## src/rtl/monolith_axis_chunk_fifo.sv

```systemverilog
// AXI4-Stream sink that packs words into a ring of fixed-size chunks and
// presents the oldest committed chunk, all words in parallel, with valid/ready.
module monolith_axis_chunk_fifo #(
  parameter int CHUNK_SIZE           = 16,
  parameter int CHUNK_COUNT          = 2,
  parameter int C_S_AXIS_TDATA_WIDTH = 32,
  parameter int CLOSE_ON_TLAST       = 1
) (
  input  logic                                  S_AXIS_ACLK,
  input  logic                                  S_AXIS_ARESET,
  input  logic [C_S_AXIS_TDATA_WIDTH-1:0]       S_AXIS_TDATA,
  input  logic [C_S_AXIS_TDATA_WIDTH/8-1:0]     S_AXIS_TSTRB,
  input  logic                                  S_AXIS_TLAST,
  input  logic                                  S_AXIS_TVALID,
  output logic                                  S_AXIS_TREADY,
  output logic [C_S_AXIS_TDATA_WIDTH-1:0]       chunk_out [0:CHUNK_SIZE-1],
  output logic                                  chunk_valid,
  input  logic                                  chunk_ready,
  output logic                                  chunk_last,
  output logic [$clog2(CHUNK_SIZE):0]           chunk_words,
  output logic [$clog2(CHUNK_COUNT):0]          chunk_count
);

  localparam int IW = $clog2(CHUNK_SIZE);
  localparam int CW = $clog2(CHUNK_COUNT);
  localparam int SW = C_S_AXIS_TDATA_WIDTH / 8;
  localparam logic [IW-1:0] IDX_LAST   = IW'(CHUNK_SIZE - 1);
  localparam logic [CW:0]   COUNT_FULL = (CW+1)'(CHUNK_COUNT);
  localparam logic [CW:0]   COUNT_TWO  = (CW+1)'(2);

  logic [C_S_AXIS_TDATA_WIDTH-1:0] mem [CHUNK_COUNT][CHUNK_SIZE];
  logic [IW:0]                     mem_words [CHUNK_COUNT];
  logic                            mem_last  [CHUNK_COUNT];

  logic [CW-1:0] wr_chunk;
  logic [CW-1:0] rd_chunk;
  logic [IW-1:0] wr_idx;
  logic [CW:0]   count;

  logic                            handshake;
  logic                            commit;
  logic                            consume;
  logic                            load;
  logic                            load_next;
  logic [CW-1:0]                   load_slot;
  logic [C_S_AXIS_TDATA_WIDTH-1:0] wdata;

  assign S_AXIS_TREADY = (count < COUNT_FULL);
  assign chunk_count   = count;

  assign handshake = S_AXIS_TVALID && S_AXIS_TREADY;
  assign commit    = handshake &&
                     ((wr_idx == IDX_LAST) || ((CLOSE_ON_TLAST != 0) && S_AXIS_TLAST));
  assign consume   = chunk_valid && chunk_ready;
  // On a consume with another committed chunk behind the head, refill on the same edge.
  assign load_next = consume && (count >= COUNT_TWO);
  assign load      = load_next || (!chunk_valid && (count != '0));
  assign load_slot = load_next ? rd_chunk + CW'(1) : rd_chunk;

  always_comb begin
    wdata = '0;
    for (int unsigned b = 0; b < SW; b++) begin
      if (S_AXIS_TSTRB[b]) wdata[b*8 +: 8] = S_AXIS_TDATA[b*8 +: 8];
    end
  end

  // Storage is deliberately left out of reset.
  always_ff @(posedge S_AXIS_ACLK) begin
    if (handshake) begin
      mem[wr_chunk][wr_idx] <= wdata;
      if (commit) begin
        mem_words[wr_chunk] <= {1'b0, wr_idx} + (IW+1)'(1);
        mem_last[wr_chunk]  <= S_AXIS_TLAST;
      end
    end
  end

  always_ff @(posedge S_AXIS_ACLK or posedge S_AXIS_ARESET) begin
    if (S_AXIS_ARESET) begin
      wr_chunk    <= '0;
      rd_chunk    <= '0;
      wr_idx      <= '0;
      count       <= '0;
      chunk_valid <= 1'b0;
      chunk_last  <= 1'b0;
      chunk_words <= '0;
      for (int unsigned i = 0; i < CHUNK_SIZE; i++) chunk_out[i] <= '0;
    end else begin
      if (handshake) begin
        if (commit) begin
          wr_idx   <= '0;
          wr_chunk <= wr_chunk + CW'(1);
        end else begin
          wr_idx <= wr_idx + IW'(1);
        end
      end

      if (commit && !consume)      count <= count + (CW+1)'(1);
      else if (!commit && consume) count <= count - (CW+1)'(1);

      if (consume) rd_chunk <= rd_chunk + CW'(1);

      if (load) begin
        chunk_valid <= 1'b1;
        chunk_words <= mem_words[load_slot];
        chunk_last  <= mem_last[load_slot];
        for (int unsigned i = 0; i < CHUNK_SIZE; i++) begin
          chunk_out[i] <= ((IW+1)'(i) < mem_words[load_slot]) ? mem[load_slot][i] : '0;
        end
      end else if (consume) begin
        chunk_valid <= 1'b0;
      end
    end
  end

endmodule

```

## config.mk

```make
export PLATFORM = sky130hd
export DESIGN_NAME = monolith_axis_chunk_fifo
export DESIGN_NICKNAME = d
export VERILOG_FILES = /design/src/rtl/monolith_axis_chunk_fifo.sv
export SDC_FILE = /design/constraint.sdc
export NUM_CORES = 2
export LEC_CHECK = 0
export BUFFER_PORTS_ARGS = -buffer_cell sky130_fd_sc_hd__clkbuf_2
export CAP_MARGIN = 20
export CORE_UTILIZATION = 42
export CTS_BUF_LIST = sky130_fd_sc_hd__clkbuf_4 sky130_fd_sc_hd__clkbuf_8 sky130_fd_sc_hd__clkbuf_16
export CTS_CLUSTER_SIZE = 40
export DETAILED_ROUTE_END_ITERATION = 7
export HOLD_SLACK_MARGIN = 0.15
export SYNTH_ARGS = -nofsm -noshare
export SYNTH_HDL_FRONTEND = slang
export SYNTH_SLANG_ARGS = --single-unit
```

## constraint.sdc

```tcl
create_clock -name S_AXIS_ACLK -period 24.7 [get_ports S_AXIS_ACLK]
set_input_delay 7.41 -clock S_AXIS_ACLK [delete_from_list [all_inputs] [get_ports S_AXIS_ACLK]]
set_output_delay 7.41 -clock S_AXIS_ACLK [all_outputs]
set_load 0.1 [all_outputs]
```

# Yosys cells after proc, flatten, opt, wreduce, memory -nomap -nowiden
# Memory sizes are Yosys's and may differ from the RTL's. A register that Yosys moved wholly into a read port is not among the register bits.
# Index checks and enable logic that the tools add are counted.
# word_totals
ff_bits	526
ram_bits	1036
inputBits	41
wordCells	103
memories	3
# memory_table
memory	depth	width	rd	rd_ports_with_merged_regs	write_ports	line_no	rtl
mem	2	512	1	0	1	31	logic [C_S_AXIS_TDATA_WIDTH-1:0] mem [CHUNK_COUNT][CHUNK_SIZE];
mem_words	2	5	1	0	1	32	logic [IW:0] mem_words [CHUNK_COUNT];
mem_last	2	1	1	1	1	33	logic mem_last [CHUNK_COUNT];
# classes
add_sub_neg	6
order_cmp	20
n_eq_ne	1
muxes	33
n_bitwise	1
reduce_logical	17
# ops
cell	n
32-bit two-way mux	17
512-bit two-way mux	1
32-bit demux with 4-bit select	1
4-bit by 5-bit < comparator with 1-bit output, first input constant	8
8-bit two-way mux	4
3-bit by 5-bit < comparator with 1-bit output, first input constant	4
1-bit by 5-bit < comparator with 1-bit output, first input constant	2
2-bit by 5-bit < comparator with 1-bit output, first input constant	2
1-bit logical AND	8
1-bit two-way mux	7
2-bit nonzero test	3
4-bit by 1-bit adder with 5-bit output, second input constant	1
5-bit greater-or-equal comparator, second input constant	1
5-bit by 1-bit < comparator with 1-bit output, second input constant	1
4-bit inverter with 5-bit output	1
4-bit by 1-bit adder with 4-bit output, second input constant	1
4-bit == test, second input constant	1
2-bit two-way mux	2
4-bit two-way mux	1
1-bit logical NOT	3
1-bit adder, second input constant	2
2-bit by 1-bit adder with 2-bit output, second input constant	1
2-bit greater-or-equal comparator, second input constant	1
1-bit logical OR	2
3 further kinds	3

# Longest topological paths before layout
# depth
depth_word	7
ltp_mapped	8
ltp_nobuf	8

# Worst setup path before layout
# OpenSTA, ideal clock, no wires.
# synth_path
kind	input-to-reg
startpoint	input port S_AXIS_TVALID
endpoint	memory mem[0][0] (netlist name) (enable)
setup_time_ps	421
arrival_time_ps	9345
setup_slack_ps	14934
path_stages	4
cell_sequence	nor2b_1 -> clkbuf_1 -> nand2_1 -> nor2_1
# synth_between
elab_chain_len	3
# synth_lines
item	line_no	rtl
start, declared	14	input logic S_AXIS_TVALID,
1-bit logical AND	51	assign handshake = S_AXIS_TVALID && S_AXIS_TREADY;
1-bit two-way mux	69	if (handshake) begin
512-bit two-way mux (implied by the code)	70	mem[wr_chunk][wr_idx] <= wdata;
end, declared	31	
# No other way between the ends.

# Final worst setup path
# layout_path
startpoint	input port chunk_ready
endpoint	register chunk_out[462] (netlist name)
# layout_between
elab_chain_len	6
elab_cells_between_ends	8
# layout_lines
item	line_no	rtl
start, declared	18	input logic chunk_ready,
1-bit logical AND *	54	assign consume = chunk_valid && chunk_ready;
1-bit logical AND *	56	assign load_next = consume && (count >= COUNT_TWO);
1-bit two-way mux	58	assign load_slot = load_next ? rd_chunk + CW'(1) : rd_chunk;
memory read 2 x 5 bit	-	
1-bit by 5-bit < comparator with 1-bit output	108	chunk_out[i] <= ((IW+1)'(i) < mem_words[load_slot]) ? mem[load_slot][i] : '0;
32-bit two-way mux	108	
end signal, assigned by index	108	
end, declared	16	output logic [C_S_AXIS_TDATA_WIDTH-1:0] chunk_out [0:CHUNK_SIZE-1],
# Mark *: on every way between the ends. The rest lies on a longest branch, timed or not.
# A chain may end at the register's enable or synchronous reset.

==> results.json <==
{
  "relSlewSlack_pct": 21.5,
  "synth-async-reset-ratio_pct": 33.7,
  "synth_cell_types": 45,
  "clock_latency_ns": 0.79,
  "fp.dieH_um": 371,
  "antenna_found_initial": 12,
  "yosys-top-cells-count": "edfxtp_1, dfrtp_1, nand2_1",
  "ios": 563,
  "netlist.area_leader.share_pct": 54.5,
  "hpwlAfterDp_um": 89400,
  "synth_ff_type": "edfxtp_1",
  "area_growth_pct": 18.7,
  "reg2reg_slack_ns": 19.91,
  "path_clk_slew_ns": 0.06,
  "vias_per_cell": 5.45,
  "cp_slowest_cell": "buf_4",
  "final_area_um2": 67800,
  "tightest_slew_ns": 1.18,
  "hold_violations": 0,
  "worstSetupStartpointType": "primary input",
  "max_freq_mhz": 91.6,
  "slew_viol_final": 0,
  "cp_max_fo": 50,
  "synthTopCellsByArea": "edfxtp_1, dfrtp_1, mux2i_1, o31ai_1, nand2_1",
  "crit_path_end_kind": "flip-flop",
  "antenna_left": 0,
  "status": "complete, no violations",
  "ys_warn_count": 0,
  "period_share_pct": 44.2,
  "cts.sinks": 1563,
  "fillers": 11300,
  "synthesis.nets": 3691,
  "drc_errors": 0,
  "finalSetupViolCount": 0,
  "rsz0062_at_grt": "false",
  "yosysSeqAreaShare_pct": 77.5,
  "fin_util_pct": 50.5,
  "overflow": 0,
  "start_util_pct": 42.6,
  "grt_usage_pct": 22.8,
  "cp_cell_sequence": "clkbuf_2, nand3_4, xor2_4, buf_4, buf_4, buf_4, buf_4, mux2i_1, o31ai_1",
  "placed_cell_area_um2": 62100,
  "route.final.wire_length_um": 159000,
  "worstPathRequired_ns": 25.33,
  "synth-edff-count": 1036,
  "vias": 33400,
  "cts_tree": "yes",
  "slowest_delay_ns": 0.82,
  "post_cts_buffers": 0,
  "grt_pass1_vias": 31800,
  "grt_start_max_net_pins": 213,
  "yosysMostFrequentCell": "edfxtp_1",
  "cp_data_arrival_time_ns": 11.54,
  "fin_setup_tns_ns": 0,
  "h-tree-depth": 4,
  "drive_above_1_share_pct": 23.6,
  "cts.hold.buffers_added": 0,
  "cts_root_buf": "clkbuf_16",
  "fin_skew_ns": 0.0368,
  "grt_first_pass_wirelength_um": 224000,
  "fp.dieW_um": 371,
  "yosysTopAreaCell": "edfxtp_1",
  "finalCriticalPeriod_ns": 10.91,
  "dr.pass1.iters": 8,
  "place_congestion": 0.780,
  "min_path_type": "reg -> reg",
  "ys_ff_latch": 1563,
  "fin_nets": 4250,
  "clock_path_buffers": 3,
  "first_iter_violations": 3487,
  "rows": 134,
  "cpMostUsedCell": "buf_4",
  "die_area_um2": 137000,
  "cts_buffers": 162,
  "core_um2": 134000,
  "worst-setup-path-type": "in -> reg",
  "syn-cell-area_um2": 57100,
  "avgSynthCellArea_um2": 15.7,
  "io_buffers": 562,
  "netlist_instances": 3645,
  "cts-resized-gates": 0,
  "wl_per_cell_um": 26.0,
  "maxCapViolCount": 0
}
flip-flops by register name, indices dropped and copies added (netlist names):
name         count
chunk_valid      1
chunk_last       1
chunk_out      512
mem_words       10
mem_last         2
rd_chunk         1
mem           1024
wr_idx           4
wr_chunk         1
chunk_words      5
chunk_count      2
layer usage:
| metal | wire [µm] | global-route usage (%) | vias up |
|---|---|---|---|
| li1 | - | - | 14800 |
| met1 | 69100 | 32.5 | 17100 |
| met2 | 73000 | 34.6 | 1279 |
| met3 | 12100 | 4.88 | 235 |
| met4 | 4850 | 8.18 | 6 |
| met5 | 39 | 0 | - |
through the flow:
stage | std cells | hold WS [ns] | setup WS [ns]
after floorplan | 3645 | 0.491 | 2.56
after global placement | 5797 | 0.459 | 12.95
after detailed placement | 5799 | 0.467 | 12.92
after CTS | 6104 | 0.480 | 13.81
after global routing | 6113 | 0.499 | 13.55
final | 6116 | 0.473 | 13.79
worst max-delay path, delay by kind of cell:
kind | cells | cell delay, ns
buf+inv | 5 | 3.22
mux | 1 | 0.28
simple gates | 1 | 0.16
xor+xnor | 1 | 0.16
compound gates | 1 | 0.08
final cells by class:
type	instances	area [µm²]	share of cell area [%]
sequential	1563	44300	65.3
antenna	3	7.51	0.0111
inverter	4	22.5	0.0332
multi-input combinational	1833	12100	17.9
tap	1768	2210	3.26
clock inverter	51	556	0.819
clock buffer	254	4940	7.29
timing repair buffer	640	3660	5.40
cells by family after synthesis:
| logic type | synth area share, % |
|---|---|
| DFF | 77.5 |
| and+or+nand+nor | 6.24 |
| AOI/OAI and AO/OA | 6.58 |
| muxes | 7.48 |
| buffers and inverters | 1.86 |
| xor gates and xnor gates | 0.184 |
| adders and majority gates | 0.110 |
cell usage in the layout, fill, tap and decap left out, types with 4 or more instances in the layout:
master,Yosys,final
a21o_1,6,5
a21oi_1,9,9
a31oi_1,107,107
and2_2,0,32
buf_12,0,8
buf_16,0,8
buf_4,6,62
bufinv_16,0,5
clkbuf_16,0,165
clkbuf_2,0,562
clkbuf_4,0,66
clkbuf_8,0,23
clkinv_1,0,7
clkinv_2,0,22
dfrtp_1,527,527
edfxtp_1,1036,1036
ha_1,5,5
inv_16,0,4
mux2_2,7,7
mux2i_1,419,416
nand2_1,442,442
nand3_1,196,196
nor2_1,141,109
nor2_2,0,4
nor2_4,0,28
o21ai_0,101,101
o31ai_1,321,321
or3_1,6,6
xnor2_1,4,4
path summary, 6_finish.rpt:
check / start / to / depth (start not counted)
setup / recovery: chunk_ready / chunk_out[462]$_DFFE_PP0P_ / 9
max in group asynchronous: S_AXIS_ARESET / chunk_out[429]$_DFFE_PP0P_ / 4
setup reg to reg: chunk_count[1]$_DFFE_PP0P_ / chunk_out[462]$_DFFE_PP0P_ / 8
min in group asynchronous: S_AXIS_ARESET / chunk_out[472]$_DFFE_PP0P_ / 2
hold / removal: chunk_out[56]$_DFFE_PP0P_ / chunk_out[56]$_DFFE_PP0P_ / 2
hold reg to reg: chunk_out[56]$_DFFE_PP0P_ / chunk_out[56]$_DFFE_PP0P_ / 2
Power is not shown: default switching activity piles up to over one toggle a cycle in this logic, so the estimate is an artifact.
